<file path="src/rtl/vga_timing_gen.sv">
// -----------------------------------------------------------------------------
// vga_timing_gen
//
// Parametrised VGA raster timing generator. Walks a raster of
// HTOTAL x VTOTAL pixels, where each line and each frame runs through the
// regions active, front porch, sync and back porch in that order.
// Generates syncs, blanking, line/frame strobes, a completed-frame counter
// and an optional colour-bar test pattern.
//
// Optional feature macro: VGA_PATTERN_EN
//   defined   -> patRgb carries 8 vertical colour bars during active video
//   undefined -> patRgb is tied to zero and no bar logic exists
//
// Ports:
//   vgaClk      in   1    pixel-domain clock
//   rstN        in   1    asynchronous active-low reset
//   pixEn       in   1    advance enable (one pixel per cycle while high)
//   hSync       out  1    horizontal sync, active level HPOL
//   vSync       out  1    vertical sync, active level VPOL
//   blankB      out  1    1 = active video, 0 = blanking
//   hCount      out  CW   current column, 0..HTOTAL-1
//   vCount      out  CW   current line, 0..VTOTAL-1
//   lineStart   out  1    one-cycle strobe on entry to hCount=0
//   frameStart  out  1    one-cycle strobe on entry to (0,0)
//   frameCount  out  FCW  completed-frame counter, wraps
//   patRgb      out  24   {R,G,B} test pattern
//
// pixEn contract: pixEn is a plain advance enable, not a handshake. A cycle
// with pixEn=1 moves the raster one pixel; a cycle with pixEn=0 freezes every
// output except the two strobes, which read 0 in any cycle that did not
// advance into a new line.
// -----------------------------------------------------------------------------
module vga_timing_gen #(
    parameter int HACTIVE = 640,
    parameter int HFP     = 16,
    parameter int HSYNC   = 96,
    parameter int HBP     = 48,
    parameter int VACTIVE = 480,
    parameter int VFP     = 10,
    parameter int VSYNC   = 2,
    parameter int VBP     = 33,
    parameter bit HPOL    = 1'b0,
    parameter bit VPOL    = 1'b0,
    parameter int CW      = 10,
    parameter int FCW     = 8
) (
    input  logic           vgaClk,
    input  logic           rstN,
    input  logic           pixEn,
    output logic           hSync,
    output logic           vSync,
    output logic           blankB,
    output logic [CW-1:0]  hCount,
    output logic [CW-1:0]  vCount,
    output logic           lineStart,
    output logic           frameStart,
    output logic [FCW-1:0] frameCount,
    output logic [23:0]    patRgb
);

    localparam int HTOTAL = HACTIVE + HFP + HSYNC + HBP;
    localparam int VTOTAL = VACTIVE + VFP + VSYNC + VBP;

    localparam logic [CW-1:0] H_LAST   = CW'(HTOTAL - 1);
    localparam logic [CW-1:0] V_LAST   = CW'(VTOTAL - 1);
    localparam logic [CW-1:0] H_ACT    = CW'(HACTIVE);
    localparam logic [CW-1:0] V_ACT    = CW'(VACTIVE);
    localparam logic [CW-1:0] HS_START = CW'(HACTIVE + HFP);
    localparam logic [CW-1:0] HS_END   = CW'(HACTIVE + HFP + HSYNC);
    localparam logic [CW-1:0] VS_START = CW'(VACTIVE + VFP);
    localparam logic [CW-1:0] VS_END   = CW'(VACTIVE + VFP + VSYNC);

    if ((HTOTAL - 1) >= (1 << CW) || (VTOTAL - 1) >= (1 << CW)) begin : gCwTooSmall
        $fatal(1, "vga_timing_gen: CW too small to hold HTOTAL-1 or VTOTAL-1");
    end

    logic          hWrap;
    logic          vLast;
    logic [CW-1:0] hNext;
    logic [CW-1:0] vNext;
    logic          hSyncNext;
    logic          vSyncNext;
    logic          activeNext;
    // Low until the first advance after reset, so that leaving the parked
    // position is not counted as a completed frame.
    logic          primed;

    // Decode is taken from the next counter values so that every registered
    // output describes the position presented in the same cycle.
    always_comb begin
        hWrap      = (hCount == H_LAST);
        vLast      = (vCount == V_LAST);
        hNext      = hWrap ? '0 : hCount + 1'b1;
        vNext      = vCount;
        if (hWrap) begin
            vNext = vLast ? '0 : vCount + 1'b1;
        end
        hSyncNext  = ((hNext >= HS_START) && (hNext < HS_END)) ? HPOL : ~HPOL;
        vSyncNext  = ((vNext >= VS_START) && (vNext < VS_END)) ? VPOL : ~VPOL;
        activeNext = (hNext < H_ACT) && (vNext < V_ACT);
    end

    always_ff @(posedge vgaClk or negedge rstN) begin
        if (!rstN) begin
            hCount     <= H_LAST;
            vCount     <= V_LAST;
            hSync      <= ~HPOL;
            vSync      <= ~VPOL;
            blankB     <= 1'b0;
            lineStart  <= 1'b0;
            frameStart <= 1'b0;
            frameCount <= '0;
            primed     <= 1'b0;
        end else if (pixEn) begin
            hCount     <= hNext;
            vCount     <= vNext;
            hSync      <= hSyncNext;
            vSync      <= vSyncNext;
            blankB     <= activeNext;
            lineStart  <= hWrap;
            frameStart <= hWrap && vLast;
            if (hWrap && vLast && primed) begin
                frameCount <= frameCount + 1'b1;
            end
            primed     <= 1'b1;
        end else begin
            lineStart  <= 1'b0;
            frameStart <= 1'b0;
        end
    end

`ifdef VGA_PATTERN_EN
    // Bar width guarded against HACTIVE < 8 so the constant divide stays legal.
    localparam logic [CW-1:0] BAR_W = CW'((HACTIVE / 8 > 0) ? HACTIVE / 8 : 1);

    logic [CW-1:0] barQuot;
    logic [2:0]    barIdx;
    logic [23:0]   rgbNext;

    always_comb begin
        barQuot = hNext / BAR_W;
        barIdx  = (barQuot > CW'(7)) ? 3'd7 : barQuot[2:0];
        rgbNext = activeNext ? {{8{barIdx[2]}}, {8{barIdx[1]}}, {8{barIdx[0]}}} : 24'h0;
    end

    always_ff @(posedge vgaClk or negedge rstN) begin
        if (!rstN) begin
            patRgb <= 24'h0;
        end else if (pixEn) begin
            patRgb <= rgbNext;
        end
    end
`else
    assign patRgb = 24'h0;
`endif

endmodule

</file>
<file path="config.mk">
export PLATFORM = sky130hd
export DESIGN_NAME = vga_timing_gen
export DESIGN_NICKNAME = d
export VERILOG_FILES = /design/src/rtl/vga_timing_gen.sv
export SDC_FILE = /design/constraint.sdc
export NUM_CORES = 1
export LEC_CHECK = 0
export BUFFER_PORTS_ARGS = -buffer_cell sky130_fd_sc_hd__buf_2
export CORE_MARGIN = 3
export CORE_UTILIZATION = 50
export DETAILED_ROUTE_END_ITERATION = 10
export PLACE_DENSITY = 0.75
export SLEW_MARGIN = 20
export SYNTH_ARGS = -nofsm -noshare
export SYNTH_HDL_FRONTEND = slang
export SYNTH_SLANG_ARGS = --single-unit
</file>
<file path="constraint.sdc">
create_clock -name vgaClk -period 2.5 [get_ports vgaClk]
set_input_delay 0.125 -clock vgaClk [delete_from_list [all_inputs] [get_ports vgaClk]]
set_output_delay 0.125 -clock vgaClk [all_outputs]
set_load 0.01 [all_outputs]
</file>
==> out/qor.yml, run 1 <==
global_routing:
  grt_max_degree: 35
  grt_pass1_vias: 1605
  track_usage: 0.188
  antenna_found_initial: 0
  grt_first_pass_wirelength_um: 7540
  grt_overflow: 0
layout:
  drive_gt1_frac: 0.291
  final_cell_count_no_fill: 315
  antenna_cells: 0
  nFillCells: 343
  post-route-cell-area_um2: 2420
  area_growth_pct: 13.8
  fin_util: 0.597
  layout.nets: 272
clocking:
  clkTransAtPathRegs_ps: 70
  cts_tree: "built"
  clock-sinks: 34
  insertion_delay_ps: 290
  numCtsBuffers: 5
  cts.path.max_buffers: 2
  cts_resized: 0
  cts_max_level: 2
  cts-root-buf: "clkbuf_8"
pwr:
  p_leak_nw: 1.13
  p_per_area_nw_per_um2: 728
  ir_worst_vdd_mv: 0.343
  finalPower_mw: 1.76
placement:
  post-place-ws_ps: 188
  dp_hpwl_um: 3180
  io_buffers: 35
  dp.cells: 306
  placedInstanceArea_um2: 2270
  place_congestion: 0.923
setup_path:
  critPathRequiredTime_ps: 2710
  slowest_delay_ps: 570
  r2r_setup_slack_ps: 180
  cp-start-kind: "flip-flop"
  cp_num_buf_inv: 0
  criticalPathCategory: "reg2reg"
  crit_family: "compound AO/OA/AOI/OAI gates"
  crit_chain: "ha_1 > nand4_4 > or3_1 > o31ai_2 > o311ai_1 > o21bai_1 > o32a_1"
  rr_worst_depth: 7
  reg2reg_from: "hCount[0]"
  critPathMaxFanout: 5
  slowest_stage: "dfstp_2"
  reg2reg_to: "vSync"
  crit_arrival_ps: 2530
  cp-end-kind: "flip-flop"
timing:
  max_slew.worst_pin.slew_ps: 746
  timing.hold.ws_ps: 259
  max_clock_freq_mhz: 432
  setup_viol: 0
  maxSlewViolCount: 0
  rsz0062_at_grt: "no"
  period_needed_ps: 2320
  finClkSkew_ps: 5.16
  setup_slack_ps: 183
  relSlewSlack: 0.503
  hold_violations: 0
  post-route-period-util: 0.927
  fin_setup_tns_ps: 0
synth:
  ys_seq_area_frac: 0.407
  ys_seq_elements: 34
  yosysWarningCount: 0
  synth_edf_count: 0
  ys.flop_type: "dfrtp_1"
  yosys.area.top_type: "dfrtp_1"
  synthCells: 226
  async_flop_share: 1.00
  synth.area.top_cells: "dfrtp_1 (26%), dfstp_2 (15%), buf_4 (8.8%), xnor2_1 (4.9%), nand2_1 (4.2%)"
  synth_area_um2: 2130
  synth_top_area_frac: 0.259
  syn_avg_cell_area_um2: 9.42
  yosysUniqueCellTypes: 47
job:
  maxCapViolCount: 0
hold_path:
  holdCritStartpoint: "pixEn"
  hold_depth: 3
  hold_path_class: "in2reg"
  whs_endpoint: "hCount[9]"
detailed_routing:
  postRouteAntennaNets: 0
  drtIter0Drc: 88
  wirelength_um: 4550
  drtPass1Iterations: 4
  avgViaCountPerCell: 5.47
  wl_per_cell_um: 14.5
  vias: 1724
  drc_errors: 0
floorplanning:
  core.rowCount: 23
  die_x_um: 71.3
  io_pins: 60
  die_area_um2: 5080
  core_um2: 4060
  start_util: 0.525
  die_height_um: 71.3
outcome:
  outcome: "complete, no violations"
==> worst min-delay path: cells and delay by family <==
| kind | cells | cell delay (ps) |
|---|---|---|
| AO/OA/AOI/OAI | 1 | 70 |
| buffers and inverters | 1 | 230 |
| AND/OR/NAND/NOR | 1 | 110 |
==> report_power, final <==
| group | internal, mW | switching [mW] | leakage, nW |
|---|---|---|---|
| Clock | 0.425 | 0.211 | 0.0714 |
| Combinational | 0.167 | 0.220 | 0.645 |
| Sequential | 0.644 | 0.0967 | 0.415 |
| Total | 1.24 | 0.528 | 1.13 |
==> flip-flops by register name (all words and copies together) (netlist names) <==
name	count
hCount	10
frameCount	8
blankB	1
vCount	10
hSync	1
primed	1
frameStart	1
vSync	1
lineStart	1
==> synth_stat cells (all sizes together) (3+ instances only) <==
| master | number |
|---|---|
| buf | 27 |
| a31oi | 5 |
| nand4 | 9 |
| dfstp | 12 |
| dfrtp | 22 |
| inv | 8 |
| and3 | 7 |
| clkbuf | 10 |
| and4bb | 3 |
| ha | 5 |
| or2 | 3 |
| xor2 | 5 |
| nor2 | 12 |
| nand3 | 9 |
| xnor2 | 12 |
| nand2 | 24 |
| o31ai | 7 |
| o21ai | 16 |
==> final cells by class <==
type / instances / area (um2) / area share
clock inverter: 2 / 60.1 / 0.0248
clock buffer: 6 / 82.6 / 0.0341
inverter: 8 / 30.0 / 0.0124
timing repair buffer: 45 / 253 / 0.104
multi-input combinational: 170 / 1070 / 0.441
tap: 50 / 62.6 / 0.0258
sequential: 34 / 866 / 0.357
==> placed cells by master, fill, tap and decap left out, types with 2 or more instances in the layout <==
cell / Yosys / routed
a21oi_1: 2 / 2
a31oi_1: 5 / 5
and3_1: 7 / 7
and4bb_2: 3 / 3
buf_2: 0 / 35
buf_4: 25 / 9
bufinv_16: 0 / 2
clkbuf_8: 0 / 6
conb_1: 1 / 24
dfrtp_1: 22 / 22
dfstp_2: 12 / 12
ha_1: 5 / 5
inv_1: 8 / 8
mux2_2: 2 / 2
nand2_1: 24 / 24
nand3_1: 9 / 9
nand4_1: 8 / 8
nand4b_1: 2 / 2
nor2_1: 12 / 12
nor3_1: 2 / 2
o2111ai_1: 2 / 2
o21a_1: 2 / 2
o21ai_0: 16 / 16
o31ai_1: 6 / 6
or2_2: 2 / 2
xnor2_1: 12 / 12
xor2_1: 5 / 5
==> metal layers <==
metal | part of all wire | GRT usage | up-vias
li1 | - | - | 825
met1 | 0.45 | 0.250 | 805
met2 | 0.45 | 0.289 | 82
met3 | 0.076 | 0.0505 | 12
met4 | 0.023 | 0.0793 | 0
met5 | 0 | 0 | -
==> how the worst max path moves through the flow <==
stage,start,endpoint,slack [ps],cells after the start
floorplan,hCount[0],vSync,130,7
global placement,hCount[0],vSync,230,6
detailed placement,hCount[0],vSync,190,6
CTS,hCount[0],vSync,170,7
global route,hCount[0],frameCount[7],20,8
finish,hCount[0],vSync,180,7
==> repair_timing <==
item                      CTS  global route
hold endpoints to repair   22             0
setup buffers               0             0
hold buffers                1             0
==> kinds of logic after synthesis <==
| kind of cell | count (synthesis) | share of synthesized area |
|---|---|---|
| and+or+nand+nor | 76 | 0.196 |
| AOI/OAI and AO/OA | 45 | 0.150 |
| buffers and inverters | 45 | 0.132 |
| DFF | 34 | 0.407 |
| xor gates and xnor gates | 17 | 0.0699 |
| adders and majority gates | 5 | 0.0294 |
| muxes | 3 | 0.0153 |
| other | 1 | 0.00176 |
(Power assumes the default switching activity.)
==> run 2: changes to the inputs <==
- CORE_UTILIZATION: 50 -> 47
- PLACE_DENSITY: 0.75 -> 0.74
- clock period: 2.5 -> 2 ns (I/O delays scaled with it)
==> out/qor.yml, run 2 (synthesis results as in run 1) <==
outcome:
  outcome: "finished, violations left"
  violations: "setup timing"
pwr:
  p_int_mw: 1.47
  p_leak_nw: 1.27
  seq_power_share: 0.404
  p_sw_uw: 697
  ir_worst_vdd_mv: 0.407
  combinationalPowerShare: 0.323
  switching_share: 0.321
  clkPwrFrac: 0.273
  p_per_area_nw_per_um2: 806
floorplanning:
  die_x_um: 73.3
  start_util: 0.510
  die_height_um: 73.3
  die_area_um2: 5370
  io_pins: 60
  core.rowCount: 23
  core_um2: 4170
setup_path:
  criticalPathCategory: "reg2reg"
  cp-start-kind: "flip-flop"
  cp-end-kind: "flip-flop"
  critPathMaxFanout: 3
  critPathRequiredTime_ps: 2200
  rr_worst_depth: 7
  crit_arrival_ps: 2340
clocking:
  insertion_delay_ps: 280
  clkTransAtPathRegs_ps: 70
  numCtsBuffers: 5
  clock-sinks: 34
  cts-root-buf: "clkbuf_8"
  cts_tree: "built"
  cts_max_level: 2
  cts.path.max_buffers: 2
layout:
  layout_common_cells: "buf_4 (37), buf_2 (35), conb_1 (24)"
  fin_util: 0.646
  largestRegisters: "hCount (10), vCount (10), frameCount (8)"
  layout_commonest_cell: "buf_4"
  area_growth_pct: 26.5
  antenna_cells: 0
  layout.nets: 300
  drive_gt1_frac: 0.403
timing:
  maxSlewViolCount: 0
  max_slew.worst_pin.slew_ps: 764
  relSlewSlack: 0.491
  period_needed_ps: 2140
  post-route-period-util: 1.07
  finClkSkew_ps: 5.92
  setup_slack_ps: -139
  rsz0062_at_grt: "yes"
  setup_viol: 2
  max_clock_freq_mhz: 467
  fin_setup_tns_ps: -197
  hold_violations: 0
detailed_routing:
  drtIter0Drc: 180
  wirelength_um: 5180
  drc_errors: 0
  avgViaCountPerCell: 5.47
  drtPass1Iterations: 4
  postRouteAntennaNets: 0
  wl_per_cell_um: 15.1
  vias: 1875
global_routing:
  grt_first_pass_wirelength_um: 8510
  grt_max_degree: 35
  track_usage: 0.204
  antenna_found_initial: 0
  grt_overflow: 0
  grt_pass1_vias: 1735
hold_path:
  hold_depth: 3
  hold_path_class: "in2reg"
placement:
  place_congestion: 0.917
  io_buffers: 35
  post-place-ws_ps: -135
  dp_hpwl_um: 3730
job:
  maxCapViolCount: 0
==> run 2: final cells by class <==
cell class                      instances  area [um2]
Sequential cell                        34         866
Fill cell                             362        1480
Tap cell                               50        62.6
Inverter                                8        30.0
Clock buffer                            8         110
Timing Repair Buffer                   73         463
Multi-Input combinational cell        170        1160
==> run 2: timing repair <==
action / in CTS / in global routing
resized for setup: 3 / 11
setup endpoints to repair: 3 / 12
buffers inserted: 0 / 2
endpoints found under the hold margin: 22 / 0
hold buffers: 1 / 0
pin swaps: 4 / 2
gates cloned: 0 / 0
==> run 2: critical path: stages (launching register included) <==
cell      delay (ps)
dfstp_2          560
ha_4             150
nand4_4           70
or3_4            410
o31ai_4          180
o311ai_2         140
o21bai_1         210
o32a_1           350
==> run 2: worst paths after layout <==
check / startpoint / to / slack (ps)
min in group asynchronous: rstN / frameCount[6] / 430
hold reg to reg: frameCount[7] / frameCount[7] / 450
setup / recovery: hCount[1] / vSync / -140
max in group asynchronous: rstN / blankB / 1090
setup reg to reg: hCount[1] / vSync / -140
hold / removal: pixEn / hCount[0] / 290
==> run 2: power groups by stage <==
stage          sequential (mW)  combinational (mW)  clock (mW)
2_1_floorplan            0.931               0.381           0
3_3_place_gp             0.882               0.653           0
3_5_place_dp             0.891               0.672           0
4_1_cts                  0.880               0.687       0.600
5_1_grt                  0.889               0.770       0.635
6_report                 0.878               0.700       0.592
==> run 2: per-layer routing <==
layer	track usage	wire length (um)	vias up
li1	-	-	887
met1	0.284	2170	884
met2	0.320	2500	94
met3	0.0287	426	10
met4	0.0785	89	0
met5	0	0	-
==> run 2: through the flow <==
stage               area (um2)  power (mW)  cells  hold slack (ps)
floorplan                 2230        1.31    249             -196
global placement          2480        1.54    332              200
detailed placement        2480        1.56    332              212
CTS                       2620        2.17    341              271
global route              2690        2.29    343              315
finish                    2690        2.17    343              294
